<file path="src/rtl/lpc_host.sv">
// ============================================================================
//  Module   : lpc_host
//  Purpose  : LPC bus host issuing single-byte I/O or TPM read/write cycles.
//  Revision : 1.0 - initial release
// ============================================================================
`default_nettype none

module lpc_host #(
   parameter logic [3:0] START_NIBBLE = 4'b0101,
   parameter int         SYNC_TIMEOUT = 8,
   parameter int         LONG_TIMEOUT = 256
) (
   input  logic        clk_i,
   input  logic        rstn_i,
   input  logic        req_i,
   input  logic        we_i,
   input  logic [15:0] addr_i,
   input  logic [7:0]  wdata_i,
   output logic [7:0]  rdata_o,
   output logic        busy_o,
   output logic        done_o,
   output logic        err_o,
   output logic        lframe_n_o,
   output logic [3:0]  lad_o,
   output logic        lad_oe_o,
   input  logic [3:0]  lad_i
);

   localparam int              c_CW      = $clog2(LONG_TIMEOUT + 1);
   localparam logic [c_CW-1:0] c_SYNC_TO = c_CW'(SYNC_TIMEOUT);
   localparam logic [c_CW-1:0] c_LONG_TO = c_CW'(LONG_TIMEOUT);

   localparam logic [3:0] c_ST_IDLE   = 4'd0;
   localparam logic [3:0] c_ST_START  = 4'd1;
   localparam logic [3:0] c_ST_CYCDIR = 4'd2;
   localparam logic [3:0] c_ST_ADDR   = 4'd3;
   localparam logic [3:0] c_ST_WDATA  = 4'd4;
   localparam logic [3:0] c_ST_HTAR   = 4'd5;
   localparam logic [3:0] c_ST_SYNC   = 4'd6;
   localparam logic [3:0] c_ST_RDATA  = 4'd7;
   localparam logic [3:0] c_ST_PTAR   = 4'd8;
   localparam logic [3:0] c_ST_ABORT  = 4'd9;

   logic [3:0]      r_state;
   logic [3:0]      w_state_nxt;
   logic [1:0]      r_nib;
   logic [c_CW-1:0] r_short;
   logic [c_CW-1:0] r_long;
   logic [c_CW-1:0] w_short_inc;
   logic [c_CW-1:0] w_long_inc;
   logic            r_we;
   logic [15:0]     r_addr;
   logic [7:0]      r_wdata;
   logic [7:0]      r_rdata;
   logic            r_err_pend;
   logic            r_err;
   logic            r_done;

   assign w_short_inc = r_short + c_CW'(1);
   assign w_long_inc  = r_long + c_CW'(1);

   always_ff @(posedge clk_i or negedge rstn_i) begin
      if (!rstn_i) r_state <= c_ST_IDLE;
      else         r_state <= w_state_nxt;
   end

   always_comb begin
      w_state_nxt = r_state;
      case (r_state)
         c_ST_IDLE:   if (req_i) w_state_nxt = c_ST_START;
         c_ST_START:  w_state_nxt = c_ST_CYCDIR;
         c_ST_CYCDIR: w_state_nxt = c_ST_ADDR;
         c_ST_ADDR:   if (r_nib == 2'd3) w_state_nxt = r_we ? c_ST_WDATA : c_ST_HTAR;
         c_ST_WDATA:  if (r_nib == 2'd1) w_state_nxt = c_ST_HTAR;
         c_ST_HTAR:   if (r_nib == 2'd1) w_state_nxt = c_ST_SYNC;
         c_ST_SYNC: begin
            // An error SYNC on a read still runs the two data clocks.
            case (lad_i)
               4'b0000, 4'b1010: w_state_nxt = r_we ? c_ST_PTAR : c_ST_RDATA;
               4'b0110: if (w_long_inc == c_LONG_TO) w_state_nxt = c_ST_ABORT;
               default: if (w_short_inc == c_SYNC_TO) w_state_nxt = c_ST_ABORT;
            endcase
         end
         c_ST_RDATA:  if (r_nib == 2'd1) w_state_nxt = c_ST_PTAR;
         c_ST_PTAR:   if (r_nib == 2'd1) w_state_nxt = c_ST_IDLE;
         c_ST_ABORT:  if (r_nib == 2'd3) w_state_nxt = c_ST_IDLE;
         default:     w_state_nxt = c_ST_IDLE;
      endcase
   end

   always_comb begin
      lframe_n_o = 1'b1;
      lad_o      = 4'b1111;
      lad_oe_o   = 1'b0;
      case (r_state)
         c_ST_START: begin
            lframe_n_o = 1'b0;
            lad_o      = START_NIBBLE;
            lad_oe_o   = 1'b1;
         end
         c_ST_CYCDIR: begin
            lad_o    = r_we ? 4'b0010 : 4'b0000;
            lad_oe_o = 1'b1;
         end
         c_ST_ADDR: begin
            case (r_nib)
               2'd0:    lad_o = r_addr[15:12];
               2'd1:    lad_o = r_addr[11:8];
               2'd2:    lad_o = r_addr[7:4];
               default: lad_o = r_addr[3:0];
            endcase
            lad_oe_o = 1'b1;
         end
         c_ST_WDATA: begin
            lad_o    = (r_nib == 2'd0) ? r_wdata[3:0] : r_wdata[7:4];
            lad_oe_o = 1'b1;
         end
         c_ST_HTAR:  lad_oe_o = (r_nib == 2'd0);
         c_ST_ABORT: begin
            lframe_n_o = 1'b0;
            lad_oe_o   = 1'b1;
         end
         default: ;
      endcase
   end

   always_ff @(posedge clk_i or negedge rstn_i) begin
      if (!rstn_i) begin
         r_nib      <= 2'd0;
         r_short    <= '0;
         r_long     <= '0;
         r_we       <= 1'b0;
         r_addr     <= 16'h0000;
         r_wdata    <= 8'h00;
         r_rdata    <= 8'h00;
         r_err_pend <= 1'b0;
         r_err      <= 1'b0;
         r_done     <= 1'b0;
      end else begin
         r_nib  <= (w_state_nxt != r_state) ? 2'd0 : r_nib + 2'd1;
         r_done <= 1'b0;
         // Each wait flavour clears the other's run length.
         if (r_state == c_ST_SYNC) begin
            case (lad_i)
               4'b0110: begin
                  r_long  <= w_long_inc;
                  r_short <= '0;
               end
               4'b0101: begin
                  r_short <= w_short_inc;
                  r_long  <= '0;
               end
               4'b0000, 4'b1010: begin
               end
               default: r_short <= w_short_inc;
            endcase
         end else begin
            r_short <= '0;
            r_long  <= '0;
         end
         case (r_state)
            c_ST_IDLE: begin
               if (req_i) begin
                  r_we       <= we_i;
                  r_addr     <= addr_i;
                  r_wdata    <= wdata_i;
                  r_err_pend <= 1'b0;
                  r_err      <= 1'b0;
               end
            end
            c_ST_SYNC: begin
               if (lad_i == 4'b1010 || w_state_nxt == c_ST_ABORT) r_err_pend <= 1'b1;
            end
            c_ST_RDATA: begin
               if (r_err_pend)         r_rdata      <= 8'hFF;
               else if (r_nib == 2'd0) r_rdata[3:0] <= lad_i;
               else                    r_rdata[7:4] <= lad_i;
            end
            c_ST_PTAR: begin
               if (w_state_nxt == c_ST_IDLE) begin
                  r_done <= 1'b1;
                  r_err  <= r_err_pend;
               end
            end
            c_ST_ABORT: begin
               r_rdata <= 8'hFF;
               if (w_state_nxt == c_ST_IDLE) begin
                  r_done <= 1'b1;
                  r_err  <= 1'b1;
               end
            end
            default: ;
         endcase
      end
   end

   assign busy_o  = (r_state != c_ST_IDLE);
   assign done_o  = r_done;
   assign err_o   = r_err;
   assign rdata_o = r_rdata;

endmodule

`default_nettype wire

</file>
<file path="config.mk">
export PLATFORM = sky130hd
export DESIGN_NAME = lpc_host
export DESIGN_NICKNAME = d
export VERILOG_FILES = /design/src/rtl/lpc_host.sv
export SDC_FILE = /design/constraint.sdc
export NUM_CORES = 1
export LEC_CHECK = 0
export CORE_MARGIN = 1.5
export CORE_UTILIZATION = 59
export CTS_CLUSTER_SIZE = 28
export DETAILED_ROUTE_END_ITERATION = 8
export PLACE_DENSITY = 0.95
export SKIP_LAST_GASP = 1
export SLEW_MARGIN = 10
export SYNTH_ARGS = -nofsm -noshare
export SYNTH_HDL_FRONTEND = slang
export SYNTH_SLANG_ARGS = --single-unit
</file>
<file path="constraint.sdc">
create_clock -name clk_i -period 5.13 [get_ports clk_i]
set_input_delay 1.539 -clock clk_i [delete_from_list [all_inputs] [get_ports clk_i]]
set_output_delay 1.539 -clock clk_i [all_outputs]
set_load 0.01 [all_outputs]
</file>
==> results of run 1 <==
==> worst reg2reg max path: cells and delay by family (launching register included) <==
family | cells | cell delay, ns
fa+ha+maj | 1 | 0.27
compound gates | 2 | 0.41
flops | 1 | 0.42
xor+xnor | 1 | 0.15
simple gates | 4 | 1.00
==> cell usage after synthesis, drive strengths merged, types with 2 or more instances <==
| cell type | count | area, µm² |
|---|---|---|
| and3 | 5 | 31.3 |
| o21ai | 21 | 105 |
| a21oi | 12 | 63.8 |
| inv | 9 | 33.8 |
| a222oi | 4 | 40.0 |
| nor4 | 2 | 18.8 |
| clkbuf | 12 | 80.1 |
| nor3 | 3 | 15.0 |
| mux2 | 26 | 293 |
| nand3b | 2 | 15.0 |
| o31ai | 3 | 22.5 |
| or4 | 2 | 15.0 |
| ha | 6 | 75.1 |
| a211oi | 5 | 42.5 |
| nand3 | 7 | 40.0 |
| nor2 | 36 | 135 |
| nand2 | 42 | 158 |
| xor2 | 6 | 52.6 |
| nand4 | 5 | 31.3 |
| o211ai | 9 | 72.6 |
| buf | 4 | 35.0 |
| nand2b | 2 | 12.5 |
| mux2i | 3 | 33.8 |
| and4 | 3 | 30.0 |
| nor2b | 4 | 25.0 |
| xnor2 | 8 | 77.6 |
| o41ai | 2 | 17.5 |
| dfrtp | 60 | 1500 |
| or2 | 2 | 12.5 |
==> metrics by stage <==
| stage | instance area (µm²) | utilization [%] |
|---|---|---|
| global placement | 3780 | 69.1 |
| finish | 3960 | 72.4 |
| CTS | 3960 | 72.4 |
| global route | 3960 | 72.4 |
| detailed placement | 3780 | 69.1 |
| floorplan | 3320 | - |
==> cells by family (layout without fill, tap and decap cells) <==
family	Yosys count	after routing	synth area share, %
flip-flops	60	60	45.3
buffers and inverters	25	75	4.49
AND/OR/NAND/NOR	124	124	19.0
multiplexers	29	29	9.85
AO/OA/AOI/OAI	69	69	15.2
adder cells (fa/ha/maj)	6	6	2.26
XOR/XNOR	14	14	3.92
==> how the worst max path moves through the flow <==
| stage | start | to | slack [ns] |
|---|---|---|---|
| global route | r_nib[0] | lad_o[3] | 0.72 |
| detailed placement | lad_i[1] | r_nib[1] | 1.20 |
| floorplan | lad_i[3] | r_nib[1] | 1.85 |
| CTS | r_nib[0] | lad_o[3] | 0.94 |
| global placement | lad_i[1] | r_nib[0] | 1.32 |
| finish | r_nib[0] | lad_o[3] | 0.92 |
==> registers in the layout (all words and copies together), names as in the netlist <==
signal,cells
r_wdata,8
r_we,1
r_addr,16
r_nib,2
err_o,1
r_short,9
rdata_o,8
r_state,4
r_err_pend,1
done_o,1
r_long,9
==> layer usage <==
metal  global-route usage [%]  share of wire [%]
met1                     35.2                 44
met2                     42.3                 49
met4                     12.5                2.2
met5                        0                  0
met3                     4.24                4.7
==> power by group <==
group	leakage, µW	internal (µW)	switching, µW	total [µW]
clock	0.0000855	189	198	387
combinational	0.000792	387	348	735
sequential	0.000760	622	151	773
total	0.00164	1200	697	1900
==> cell type report <==
cell class / count / area [µm²] / share of cell area, %
sequential: 60 / 1500 / 37.9
clock buffer: 11 / 141 / 3.57
timing repair buffer: 50 / 490 / 12.4
multi-input combinational: 242 / 1670 / 42.1
clock inverter: 5 / 37.5 / 0.948
inverter: 9 / 33.8 / 0.853
tap: 72 / 90.1 / 2.27
==> results.json, run 1 <==
{
  "status": "complete, no violations",
  "ios": 49,
  "post-cts-setup-buffers": 0,
  "synthArstFlopShare_pct": 100,
  "place_ws_ns": 1.20,
  "drc": 0,
  "holdPathEnd": "r_addr[0]",
  "antenna_left": 0,
  "track_usage_pct": 26.4,
  "cpLargestDelayFamily": "compound AO/OA/AOI/OAI gates",
  "fp.dieW_um": 78.0,
  "clkTransAtPathRegs_ns": 0.08,
  "r2r_setup_slack_ns": 2.78,
  "rsz0062_at_grt": "false",
  "final_common_cell": "dfrtp_1",
  "power.density_mw_per_mm2": 478,
  "hold_path_depth": 1,
  "num_rows": 27,
  "crit_chain": "inv_1, ha_1, a222oi_1, nor2_1, a21oi_1, nor2_1, nor3_1, o21ai_0, clkdlybuf4s50_1",
  "drtIter0Drc": 305,
  "cts.path.max_buffers": 2,
  "layoutNonFillerInstCount": 449,
  "hold_violations": 0,
  "critPathLaunchType": "flip-flop",
  "first_pass_iters": 7,
  "finalClockSkew_ns": 0.0128,
  "ys_types": 66,
  "vdd_ir_drop_max_v": 0.000335,
  "avgSynthCellArea_um2": 10.1,
  "fin_crit_sh_pct": 82.0,
  "crit_slowest_cell": "clkdlybuf4s50_1",
  "setup_viol": 0,
  "wl_mm": 7.72,
  "initial_core_util_pct": 60.6,
  "numCtsBuffers": 9,
  "core_mm2": 0.00547,
  "synth_ff_type": "dfrtp_1",
  "ctsRootBufferMaster": "clkbuf_8",
  "cts_tree": "built",
  "fillers": 399,
  "cts.sinks": 60,
  "reg2reg_depth": 8,
  "yosysWarnings": 0,
  "fmax_mhz": 238,
  "synth_edf_count": 0,
  "cap_violations": 0,
  "power.total_uw": 1900,
  "critical_path_class": "flip-flop to output port",
  "clk_latency_ns": 0.34,
  "nets": 410,
  "r2r_start": "r_long[0]",
  "finalSetupTns_ns": 0,
  "drive_gt1_share_pct": 16.4,
  "die_area_mm2": 0.00608,
  "dp_hpwl_mm": 5.24,
  "syn_area_mm2": 0.00332,
  "p_leak_uw": 0.00164,
  "ys_seq_area_share_pct": 45.3,
  "cp_max_fo": 13,
  "fin_hold_ws_ns": 0.509,
  "cpMostUsedCell": "nor2_1",
  "min_path_type": "flip-flop to flip-flop",
  "final_cell_mix": "60 x dfrtp_1, 47 x clkdlybuf4s50_1, 42 x nand2_1, 36 x nor2_1, 26 x mux2_2",
  "grt_pass1_wl_mm": 12.4,
  "ys_ff_latch": 60,
  "first_global_vias": 2605,
  "gp_congestion": 0.840,
  "worst-path-buf-inv": 2,
  "tightest_slew_ns": 0.744,
  "max-slew-margin-rel_pct": 50.4,
  "worst_ep_arrival_time_ns": 2.67,
  "antenna_found_initial": 0,
  "vias_per_cell": 6.00,
  "cts_resized": 0,
  "avgRoutedWirePerCell_um": 17.2,
  "grt_overflow": 0,
  "max_stage_delay_ns": 0.49,
  "holdBufCountCts": 0,
  "vias": 2696,
  "hp-start": "r_addr[0]",
  "r2r-end": "r_nib[1]",
  "cts_max_level": 3,
  "place.port_buffers": 48,
  "grt_start_max_net_pins": 61,
  "synthCells": 327,
  "slew_viol_final": 0,
  "placed_cells": 433,
  "cp.depth": 9,
  "syn_to_final_growth_pct": 19.4,
  "dieHeight_um": 78.0,
  "insertedDiodeCount": 0,
  "fin_ws_ns": 0.921,
  "endpoint_kind": "output port",
  "syn_nets": 365,
  "fin_crit_ns": 4.21,
  "worst_ep_required_time_ns": 3.59
}
Power figures use the tool's default switching activity.
==> inputs of run 2 (changes only) <==
Settings changed: CORE_UTILIZATION 59 to 54, PLACE_DENSITY 0.95 to 0.9.
Clock period 5.13 ns to 4.1 ns, I/O delays scaled along.
==> results.json, run 2 (synthesis gave the netlist of run 1 again) <==
{
  "fin_crit_sh_pct": 94.4,
  "clkTransAtPathRegs_ns": 0.07,
  "fin_crit_ns": 3.87,
  "max-slew-margin-rel_pct": 49.8,
  "drc": 0,
  "cp_max_fo": 13,
  "cap_violations": 0,
  "hold_violations": 0,
  "vdd_ir_drop_max_v": 0.000420,
  "drive_gt1_share_pct": 16.7,
  "cts_tree": "built",
  "critical_path_class": "flip-flop to output port",
  "syn_to_final_growth_pct": 20.5,
  "top_usage_layer": "met2",
  "grt_start_max_net_pins": 40,
  "insertedDiodeCount": 0,
  "ios": 49,
  "min_path_type": "flip-flop to flip-flop",
  "tightest_slew_ns": 0.747,
  "status": "complete, no violations",
  "place_ws_ns": 0.502,
  "setup_viol": 0,
  "finalClockSkew_ns": 0.00521,
  "endpoint_kind": "output port",
  "grt_overflow": 0,
  "worst_ep_required_time_ns": 2.87,
  "top_regs": "r_addr x16, r_long x9, r_short x9",
  "place_area_mm2": 0.00379,
  "vias_per_cell": 6.03,
  "clk_latency_ns": 0.35,
  "power.total_uw": 2430,
  "ctsRootBufferMaster": "clkbuf_8",
  "place.port_buffers": 48,
  "gp_congestion": 0.850,
  "cts.sinks": 60,
  "largest_reg_flops": 16,
  "initial_core_util_pct": 56.0,
  "cts.path.max_buffers": 2,
  "top_register": "r_addr",
  "design_area_mm2": 0.00400,
  "layoutNonFillerInstCount": 453,
  "vias": 2733,
  "cts_resized": 0,
  "final_common_cell": "dfrtp_1",
  "met3_usage_pct": 7.75,
  "nets": 411,
  "post-cts-setup-buffers": 0,
  "fmax_mhz": 259,
  "fin_ws_ns": 0.232,
  "first_pass_iters": 4,
  "power.density_mw_per_mm2": 609,
  "num_rows": 28,
  "die_area_mm2": 0.00662,
  "rsz0062_at_grt": "false",
  "numCtsBuffers": 9,
  "track_usage_pct": 25.4,
  "avgRoutedWirePerCell_um": 16.9,
  "fp.dieW_um": 81.4,
  "holdBufCountCts": 0,
  "cts_max_level": 3,
  "antenna_found_initial": 0,
  "core_mm2": 0.00592,
  "met1_usage_pct": 33.3,
  "p_leak_uw": 0.00166,
  "final_cell_mix": "60 x dfrtp_1, 47 x clkdlybuf4s50_1, 42 x nand2_1, 36 x nor2_1, 26 x mux2_2",
  "critPathLaunchType": "flip-flop",
  "placed_cells": 437,
  "dieHeight_um": 81.4,
  "use_met2_pct": 39.6,
  "grt_pass1_wl_mm": 12.6,
  "worst_ep_arrival_time_ns": 2.64,
  "finalSetupTns_ns": 0,
  "antenna_left": 0,
  "drtIter0Drc": 164,
  "wl_mm": 7.67,
  "first_global_vias": 2653,
  "slew_viol_final": 0,
  "dp_hpwl_mm": 5.34
}
run 2: final cells by class:
cell class / instances / area [µm²]
clock buffer: 12 / 155
sequential: 60 / 1500
clock inverter: 4 / 47.5
timing repair buffer: 51 / 498
fill: 440 / 1920
multi-input combinational: 242 / 1670
inverter: 9 / 33.8
tap: 75 / 93.8
run 2: routing by layer:
| layer | vias to the layer above | share of wire (%) |
|---|---|---|
| met2 | 93 | 50 |
| li1 | 1274 | - |
| met4 | 0 | 1.6 |
| met3 | 14 | 5.6 |
| met5 | - | 0 |
| met1 | 1352 | 43 |
run 2: worst paths after layout:
path	startpoint	cells past startpoint	slack (ns)	end
max	r_nib[0]	7	0.23	lad_o[2]
min	r_nib[0]	1	0.51	r_nib[0]
max in group asynchronous	rstn_i	2	2.38	r_wdata[2]
max reg2reg	r_short[0]	7	1.84	r_nib[0]
min in group asynchronous	rstn_i	1	0.84	r_short[0]
min reg2reg	r_nib[0]	1	0.51	r_nib[0]
run 2: power by group:
group	internal, µW	switching, µW	leakage (µW)	total, µW
Combinational	490	442	0.000797	932
Clock	312	241	0.000102	553
Sequential	779	168	0.000760	947
Total	1580	852	0.00166	2430
run 2: worst max-delay path: stages (launching register included):
cell and delay (ns):
dfrtp_1 0.41, inv_1 0.10, ha_1 0.47, a222oi_1 0.20
o21ai_0 0.24, a21oi_1 0.10, o21ai_0 0.20, clkdlybuf4s50_1 0.56
run 2: per-stage QoR:
stage          hold slack, ns  utilization (%)
2_1_floorplan           0.466                -
3_3_place_gp            0.479             64.1
3_5_place_dp            0.492             64.1
4_1_cts                 0.507             67.5
5_1_grt                 0.530             67.5
6_report                0.505             67.5
